--- config.mk ---
export PLATFORM = sky130hd
export DESIGN_NAME = acc12_seq
export DESIGN_NICKNAME = d
export VERILOG_FILES = /design/src/rtl/acc12_pkg.sv /design/src/rtl/acc12_seq_cla.sv /design/src/rtl/acc12_seq.sv
export SDC_FILE = /design/constraint.sdc
export NUM_CORES = 1
export LEC_CHECK = 0
export ABC_CLOCK_PERIOD_IN_PS = 2900
export BUFFER_PORTS_ARGS = -buffer_cell sky130_fd_sc_hd__buf_4
export CORE_MARGIN = 2
export CORE_UTILIZATION = 50
export DETAILED_ROUTE_END_ITERATION = 8
export PLACE_DENSITY = 0.84
export SETUP_SLACK_MARGIN = 0.05
export SYNTH_ARGS = -nofsm -noshare
export SYNTH_HDL_FRONTEND = slang
export SYNTH_HIERARCHICAL = 1
export SYNTH_SLANG_ARGS = --single-unit
--- constraint.sdc ---
create_clock -name clk -period 2.9 [get_ports clk]
set_input_delay 0.58 -clock clk [delete_from_list [all_inputs] [get_ports clk]]
set_output_delay 0.58 -clock clk [all_outputs]
set_load 0.05 [all_outputs]
--- src/rtl/acc12_pkg.sv ---
// Shared definitions for the acc12_seq accumulator stage: opcodes,
// FSM state type, datapath width and signed saturation limits.
package acc12_pkg;

   localparam int unsigned ACC_W = 12;

   localparam logic [1:0] OP_LOAD  = 2'b00;
   localparam logic [1:0] OP_ADD   = 2'b01;
   localparam logic [1:0] OP_SUB   = 2'b10;
   localparam logic [1:0] OP_CLEAR = 2'b11;

   typedef enum logic [1:0] {
      ST_IDLE = 2'd0,
      ST_EXEC = 2'd1,
      ST_RESP = 2'd2
   } state_e;

   localparam logic [ACC_W-1:0] SAT_MAX = 12'h7FF;
   localparam logic [ACC_W-1:0] SAT_MIN = 12'h800;

endpackage

--- src/rtl/acc12_seq_cla.sv ---
// 12-bit carry-lookahead adder: three 4-bit lookahead groups joined by a
// second-level group carry network. Purely combinational.
module acc12_seq_cla
   import acc12_pkg::*;
(
   input  logic [ACC_W-1:0] a_i,
   input  logic [ACC_W-1:0] b_i,
   input  logic             cin_i,
   output logic [ACC_W-1:0] sum_o,
   output logic             cout_o
);

   logic [ACC_W-1:0] g;
   logic [ACC_W-1:0] p;
   logic [ACC_W-1:0] c;
   logic [2:0]       gg;
   logic [2:0]       pg;
   logic [3:0]       cg;

   // Bit and group generate/propagate, group carries, then in-group carries
   always_comb begin
      g  = a_i & b_i;
      p  = a_i ^ b_i;
      gg = '0;
      pg = '0;
      cg = '0;
      c  = '0;
      for (int unsigned k = 0; k < 3; k++) begin
         gg[k] = g[4*k+3]
               | (p[4*k+3] & g[4*k+2])
               | (p[4*k+3] & p[4*k+2] & g[4*k+1])
               | (p[4*k+3] & p[4*k+2] & p[4*k+1] & g[4*k]);
         pg[k] = &p[4*k +: 4];
      end
      cg[0] = cin_i;
      cg[1] = gg[0] | (pg[0] & cin_i);
      cg[2] = gg[1] | (pg[1] & gg[0]) | (pg[1] & pg[0] & cin_i);
      cg[3] = gg[2] | (pg[2] & gg[1]) | (pg[2] & pg[1] & gg[0])
            | (pg[2] & pg[1] & pg[0] & cin_i);
      for (int unsigned k = 0; k < 3; k++) begin
         c[4*k]   = cg[k];
         c[4*k+1] = g[4*k] | (p[4*k] & cg[k]);
         c[4*k+2] = g[4*k+1] | (p[4*k+1] & g[4*k]) | (p[4*k+1] & p[4*k] & cg[k]);
         c[4*k+3] = g[4*k+2] | (p[4*k+2] & g[4*k+1])
                  | (p[4*k+2] & p[4*k+1] & g[4*k])
                  | (p[4*k+2] & p[4*k+1] & p[4*k] & cg[k]);
      end
      sum_o  = p ^ c;
      cout_o = cg[3];
   end

endmodule

--- src/rtl/acc12_seq.sv ---
// acc12_seq: sequential accumulator stage. Accepts LOAD/ADD/SUB/CLEAR on a
// valid/ready input, executes through a single 12-bit CLA (SUB = inverted
// operand + cin), and holds the result on a valid/ready output.
// Optional macro ACC12_SAT_EN clamps overflowing ADD/SUB results to the
// signed limits instead of wrapping.
module acc12_seq
   import acc12_pkg::*;
#(
   parameter int unsigned   W        = 12,
   parameter logic [W-1:0]  INIT_VAL = '0
)(
   input  logic         clk,
   input  logic         rst,
   input  logic         in_valid,
   output logic         in_ready,
   input  logic [1:0]   in_op,
   input  logic [W-1:0] in_data,
   output logic         out_valid,
   input  logic         out_ready,
   output logic [W-1:0] out_acc,
   output logic         out_carry,
   output logic         out_ovf
);

   if (W != ACC_W) begin : g_w_check
      $error("acc12_seq: W must be 12");
   end

   state_e         state_q;
   logic [1:0]     op_q;
   logic [W-1:0]   data_q;
   logic [W-1:0]   acc_q;
   logic           carry_q;
   logic           ovf_q;
   logic           out_valid_q;
   logic           in_ready_q;

   logic [W-1:0]   add_b;
   logic           add_cin;
   logic [W-1:0]   add_sum;
   logic           add_cout;
   logic           ovf_raw;
   logic [W-1:0]   acc_d;
   logic           carry_d;
   logic           ovf_d;

   acc12_seq_cla u_cla (
      .a_i    (acc_q),
      .b_i    (add_b),
      .cin_i  (add_cin),
      .sum_o  (add_sum),
      .cout_o (add_cout)
   );

   // Adder operand selection and per-opcode result/flag selection for EXEC
   always_comb begin
      add_cin = (op_q == OP_SUB);
      add_b   = add_cin ? ~data_q : data_q;
      ovf_raw = (acc_q[W-1] == add_b[W-1]) && (add_sum[W-1] != acc_q[W-1]);
      acc_d   = INIT_VAL;
      carry_d = 1'b0;
      ovf_d   = 1'b0;
      case (op_q)
         OP_LOAD: acc_d = data_q;
         OP_ADD, OP_SUB: begin
            carry_d = add_cout;
            ovf_d   = ovf_raw;
`ifdef ACC12_SAT_EN
            if (ovf_raw)
               acc_d = acc_q[W-1] ? SAT_MIN : SAT_MAX;
            else
               acc_d = add_sum;
`else
            acc_d = add_sum;
`endif
         end
         default: acc_d = INIT_VAL;
      endcase
   end

   // IDLE -> EXEC -> RESP handshake FSM with registered outputs
   always_ff @(posedge clk) begin
      if (rst) begin
         state_q     <= ST_IDLE;
         op_q        <= OP_LOAD;
         data_q      <= '0;
         acc_q       <= INIT_VAL;
         carry_q     <= 1'b0;
         ovf_q       <= 1'b0;
         out_valid_q <= 1'b0;
         in_ready_q  <= 1'b1;
      end else begin
         case (state_q)
            ST_IDLE: begin
               if (in_valid && in_ready_q) begin
                  op_q       <= in_op;
                  data_q     <= in_data;
                  in_ready_q <= 1'b0;
                  state_q    <= ST_EXEC;
               end
            end
            ST_EXEC: begin
               acc_q       <= acc_d;
               carry_q     <= carry_d;
               ovf_q       <= ovf_d;
               out_valid_q <= 1'b1;
               state_q     <= ST_RESP;
            end
            ST_RESP: begin
               if (out_ready) begin
                  out_valid_q <= 1'b0;
                  in_ready_q  <= 1'b1;
                  state_q     <= ST_IDLE;
               end
            end
            default: begin
               out_valid_q <= 1'b0;
               in_ready_q  <= 1'b1;
               state_q     <= ST_IDLE;
            end
         endcase
      end
   end

   assign in_ready  = in_ready_q;
   assign out_valid = out_valid_q;
   assign out_acc   = acc_q;
   assign out_carry = carry_q;
   assign out_ovf   = ovf_q;

endmodule

# Yosys cells after proc, flatten, opt, wreduce, memory -nomap -nowiden
# Index checks and enable logic that the tools add are counted.
[op_classes] eq_ne=8 muxes=12 bitwise=90 n_reduce_logical=12
[ops] operator="1-bit AND" n=51
[ops] operator="1-bit OR" n=33
[ops] operator="12-bit one-hot mux with 2 select lines" n=1
[ops] operator="12-bit bitwise XOR" n=2
[ops] operator="12-bit AND" n=1
[ops] operator="12-bit 2-to-1 mux" n=1
[ops] operator="12-bit inverter" n=1
[ops] operator="4-bit AND reduction" n=3
[ops] operator="1-bit one-hot mux with 3 select lines" n=2
[ops] operator="2-bit one-hot mux with 3 select lines" n=1
[ops] operator="2-bit AND reduction" n=3
[ops] operator="1-bit 2-to-1 mux" n=5
[ops] operator="2-bit by 1-bit equality test with 1-bit output (second input constant)" n=2
[ops] operator="2-bit equality test (second input constant)" n=2
[ops] operator="2-bit logical NOT" n=2
[ops] operator="2-bit 2-to-1 mux" n=2
[ops] operator="2-bit != test (second input constant)" n=2
[ops] operator="3-bit AND reduction" n=1
[ops] operator="1-bit logical AND" n=2
[ops] operator="1-bit inverter" n=2
[ops] operator="2-bit OR reduction" n=1
[ops] operator="1-bit equality test" n=1
[ops] operator="1-bit != test" n=1
[word_totals] ff_bits=32 inputBits=18 output_inout_bits=16

# Depth between registers and ports, before layout
[depth] ltp_word=16 mapped_depth=14

# Cells and area by module
# Netlist, hierarchy kept.
[by_module_without_submodules] module="acc12_seq" instances=1 cells_per_inst=164 area_each_um2=1452.6
[by_module_without_submodules] module="acc12_seq_cla" instances=1 cells_per_inst=65 area_each_um2=543.0

# Least setup slack after synthesis
# OpenSTA, ideal clock, no wires.
[synth_timing] path_type="flip-flop to flip-flop" start="reg op_q[0]" end="reg acc_q[9], in the netlist out_acc[9]" setup_ns=0.128 arrival_time_ns=2.946 required_ns=2.772 path_slack_ns=-0.173 path_stages_with_launch=15 period_less_slack_ns=3.073 path_cell_list="dfxtp_1 inv_1 ha_1 buf_2 xor2_1 ha_1 and2_1 o21ai_1 nand2_2 or2_1 fa_1 xor2_1 a22o_1 a22oi_1 nor2_1"
[synth_lines] item="from (decl)" line="acc12_seq.sv:30" source="logic [1:0] op_q;"
[synth_lines] item="from (signal assigned)" line="acc12_seq.sv:96" source="op_q <= in_op;"
[synth_lines] item="2-bit equality test (*)" line="acc12_seq.sv:57" source="add_cin = (op_q == OP_SUB);"
[synth_lines] item="via add_cin" line="acc12_seq.sv:39" source="logic add_cin;"
[synth_lines] item="12-bit 2-to-1 mux (*)" line="acc12_seq.sv:58" source="add_b = add_cin ? ~data_q : data_q;"
[synth_lines] item="via add_b[4]" line="acc12_seq.sv:38" source="logic [W-1:0] add_b;"
[synth_lines] item="12-bit bitwise XOR or 12-bit AND (tied branches)" line="acc12_seq_cla.sv:23, acc12_seq_cla.sv:22"
[synth_lines] item="4-bit AND reduction or 1-bit AND (tied branches)" line="acc12_seq_cla.sv:33, acc12_seq_cla.sv:32"
[synth_lines] item="1-bit AND or 1-bit OR (tied branches)" line="acc12_seq_cla.sv:37, acc12_seq_cla.sv:32"
[synth_lines] item="1-bit OR or 1-bit AND (tied branches)" line="acc12_seq_cla.sv:37" source="cg[2] = gg[1] | (pg[1] & gg[0]) | (pg[1] & pg[0] & cin_i);"
[synth_lines] item="1-bit OR (*)" line="acc12_seq_cla.sv:37"
[synth_lines] item="1-bit AND (*)" line="acc12_seq_cla.sv:42" source="c[4*k+1] = g[4*k] | (p[4*k] & cg[k]);"
[synth_lines] item="1-bit OR (*)" line="acc12_seq_cla.sv:42"
[synth_lines] item="12-bit bitwise XOR (*)" line="acc12_seq_cla.sv:48" source="sum_o = p ^ c;"
[synth_lines] item="via add_sum[9]" line="acc12_seq.sv:40" source="logic [W-1:0] add_sum;"
[synth_lines] item="12-bit one-hot mux with 2 select lines (*)" line="acc12_seq.sv:63" source="case (op_q)"
[synth_lines] item="to (signal assigned)" line="acc12_seq.sv:87" source="acc_q <= INIT_VAL;"
[synth_lines] item="to (signal assigned)" line="acc12_seq.sv:103" source="acc_q <= acc_d;"
[synth_lines] item="to (decl)" line="acc12_seq.sv:32" source="logic [W-1:0] acc_q;"
# Mark *: on every way through the listed nets, which the timed path passes. The rest lies on a longest branch.
# A chain may end at the register's enable or synchronous reset.

# Final worst setup path
[layout_timing] start="reg op_q[0]" end="reg acc_q[9], in the netlist out_acc[9]"
[layout_via] elab_chain_cells=14
[layout_rtl] item="2-bit equality test (*)" line="acc12_seq.sv:57"
[layout_rtl] item="via add_cin" line="acc12_seq.sv:39"
[layout_rtl] item="12-bit 2-to-1 mux (*)" line="acc12_seq.sv:58"
[layout_rtl] item="via add_b[3]" line="acc12_seq.sv:38"
[layout_rtl] item="12-bit bitwise XOR" line="acc12_seq_cla.sv:23" source="p = a_i ^ b_i;"
[layout_rtl] item="1-bit AND, on equally long branches" line="acc12_seq_cla.sv:30, acc12_seq_cla.sv:31, acc12_seq_cla.sv:32"
[layout_rtl] item="1-bit OR (tied with other cells)" line="acc12_seq_cla.sv:30" source="| (p[4*k+3] & g[4*k+2])"
[layout_rtl] item="1-bit OR or 1-bit AND (tied branches)" line="acc12_seq_cla.sv:31, acc12_seq_cla.sv:32"
[layout_rtl] item="1-bit OR" line="acc12_seq_cla.sv:32" source="| (p[4*k+3] & p[4*k+2] & p[4*k+1] & g[4*k]);"
[layout_rtl] item="1-bit AND" line="acc12_seq_cla.sv:37"
[layout_rtl] item="1-bit OR" line="acc12_seq_cla.sv:37"
[layout_rtl] item="1-bit OR (*)" line="acc12_seq_cla.sv:37"
[layout_rtl] item="1-bit AND (*)" line="acc12_seq_cla.sv:42"
[layout_rtl] item="1-bit OR (*)" line="acc12_seq_cla.sv:42"
[layout_rtl] item="12-bit bitwise XOR (*)" line="acc12_seq_cla.sv:48"
[layout_rtl] item="via add_sum[9]" line="acc12_seq.sv:40"
[layout_rtl] item="12-bit one-hot mux with 2 select lines (*)" line="acc12_seq.sv:63"
# Marks and branches as above.

==> results.ini <==
[routing]
viasPerCell=5.60
drtPass1Iterations=4
vias=1843
drc=0
routedWlPerCell_um=15.2
ant_nets=0
drt-total-wl_mm=4.99
drt_first_iter_violations=96

[sta]
relSlewSlack_pct=39.2
rsz0062_at_grt=yes
finalSetupViolCount=3
clock_skew_ps=2.16
layout_setup_ws_ps=-52.5
max_slew.worst_pin.slew_ps=908
hold_violations=0
min_period_ps=2950
slew_viol_final=0
whs_ps=468
post-route-period-util_pct=102
fin_setup_tns_ps=-77.4
max_freq_mhz=339

[setup_path]
worstPathMaxFanout=4
critical_path_required_ps=3070
arrival_ps=3120
endpoint_kind=flop
worstSetupPathType=flop to flop
cp-start-kind=flop

[grt]
grt-busiest-layer=met2
grt_pass1_vias=1681
grt_util_met3_pct=6.50
grt_antenna_before_repair=0
grt_use_met2_pct=38.9
grt_overflow_total=0
grt_max_degree=34
grt_use_total_pct=22.6
globalRouteMet1Util_pct=27.5
grt_pass1_wl_mm=7.55

[final_layout]
mostFrequentLayoutCells=buf_4, nand2_1, dfxtp_1, a21oi_1, nor2_1
stdcell_area_um2=2650
areaGrowthSynthToFinish_pct=32.8
finalNonFillerCells=329
antenna_cells=0
mostFrequentLayoutCell=buf_4
drive_gt1_share_pct=34.2
layout.nets=317

[synthesis]
synth_edf_count=0
ys_warn_count=6
avgSynthCellArea_um2=8.71
ys_async_sr_fraction_pct=0
syn-cell-area_um2=2000
synth_seq_area_share_pct=32.1
synth_cell_types=44
synthCells=229
ys.flop_type=dfxtp_1
ys_seq_elements=32
syn-num-nets=265

[cts]
cts_max_level=2
root_buffer=clkbuf_8
clk_path_buf_depth=2
numCtsBuffers=5
clock-sinks=32
cts_tree=done
clkTransAtPathRegs_ps=60
insertion_delay_ps=290

[flow_run]
maxCapViolations=0

[placement]
hpwl_mm=3.03
portBuffers=33
placed_area_um2=2300
dp.cells=304
place_congestion=0.801

[floorplan]
die_y_um=67.2
die_area_um2=4510
core_um2=3740
start_util_pct=53.3
rows=22
ios=34
die_w_um=67.2

[power]
power_density_nw_per_um2=448
peakVddDrop_mv=0.330
finalPower_mw=1.19
leakagePower_nw=1.24

[hold_path]
hp-class=flop to flop

[outcome]
status=complete, but fails checks
violations=negative setup slack

==> worst max-delay path, cell delays in order (launching register included) <==
cell and delay, ps:
dfxtp_2 350, inv_2 60, ha_4 170, buf_6 120, buf_4 150, xor2_1 150
ha_1 330, and3_4 170, o21ai_2 140, nand2_2 70, or2_1 220, fa_2 350
xor2_1 160, a22o_1 200, a22oi_2 140, nor2_1 50
==> cell usage after synthesis (2+ instances only) <==
master	number	share of area (%)
a21oi_2	2	0.88
nor2b_1	3	0.94
buf_6	2	1.1
o21ai_2	2	0.88
ha_1	15	9.4
nor2_1	18	3.4
nor3_1	3	0.75
xor2_1	14	6.1
nand2_1	33	6.2
inv_1	10	1.9
a21o_1	2	0.75
fa_1	3	3.0
and2_1	2	0.63
a22oi_1	12	4.5
nand2b_1	2	0.63
buf_2	3	0.75
clkbuf_1	5	0.94
xnor2_1	5	2.2
dfxtp_1	32	32
buf_4	2	0.75
a31oi_1	2	0.63
o21bai_1	4	1.5
and3_1	2	0.63
a22o_1	12	5.3
a21oi_1	20	5.0
==> path summary, 6_finish.rpt <==
kind	startpoint	end	slack [ps]	cells past startpoint
worst min-delay path	out_carry$_SDFFE_PP0P_	out_carry$_SDFFE_PP0P_	470	2
worst max-delay path	op_q[0]$_SDFFE_PP0P_	out_acc[9]$_SDFFE_PP0P_	-50	15
worst min register to register	out_carry$_SDFFE_PP0P_	out_carry$_SDFFE_PP0P_	470	2
worst max register to register	op_q[0]$_SDFFE_PP0P_	out_acc[9]$_SDFFE_PP0P_	-50	15
==> power breakdown <==
group	leakage [nW]	switching [mW]	total (mW)	internal [mW]
Sequential	0.261	0.0269	0.489	0.462
Combinational	0.925	0.180	0.329	0.149
Clock	0.0503	0.158	0.369	0.211
==> flip-flops by register name (all words and copies together), names as in the netlist <==
signal	cells
state_q	2
out_carry	1
out_valid	1
data_q	12
out_acc	12
op_q	2
in_ready	1
out_ovf	1
==> stage by stage <==
stage / utilization, % / setup slack [ps]
finish: 70.8 / -52.5
CTS: 65.8 / 39.2
global placement: 61.4 / 32.3
floorplan: - / 64.6
detailed placement: 61.4 / -80.1
global route: 70.8 / -148
==> repair_timing <==
item                                    4_1_cts  5_1_grt
setup buffers                                 8       10
pin swaps                                     5       15
endpoints found under the setup margin        4        7
gates resized for setup                       4       22
hold buffers                                  0        0
==> final cells by class <==
cell class | count | area, µm²
Tap cell | 48 | 60.1
Clock buffer | 7 | 96.3
Sequential cell | 32 | 642
Timing Repair Buffer | 57 | 447
Inverter | 10 | 37.5
Fill cell | 307 | 1090
Multi-Input combinational cell | 175 | 1370
==> routing by layer <==
metal  up-vias  wire [µm]
li1        899          -
met1       885       2120
met2        51       2520
met3         8        277
met4         0         76
met5         -          0
==> cell families after synthesis <==
kind of cell               Yosys count  share of synthesized area [%]
adders and majority gates           18                           12.4
muxes                                1                          0.502
AOI/OAI and AO/OA                   64                           23.6
and+or+nand+nor                     73                           17.6
DFF                                 32                           32.1
buffers and inverters               22                           5.45
xor gates and xnor gates            19                           8.34
No activity file was read; power rests on OpenSTA's default activity.
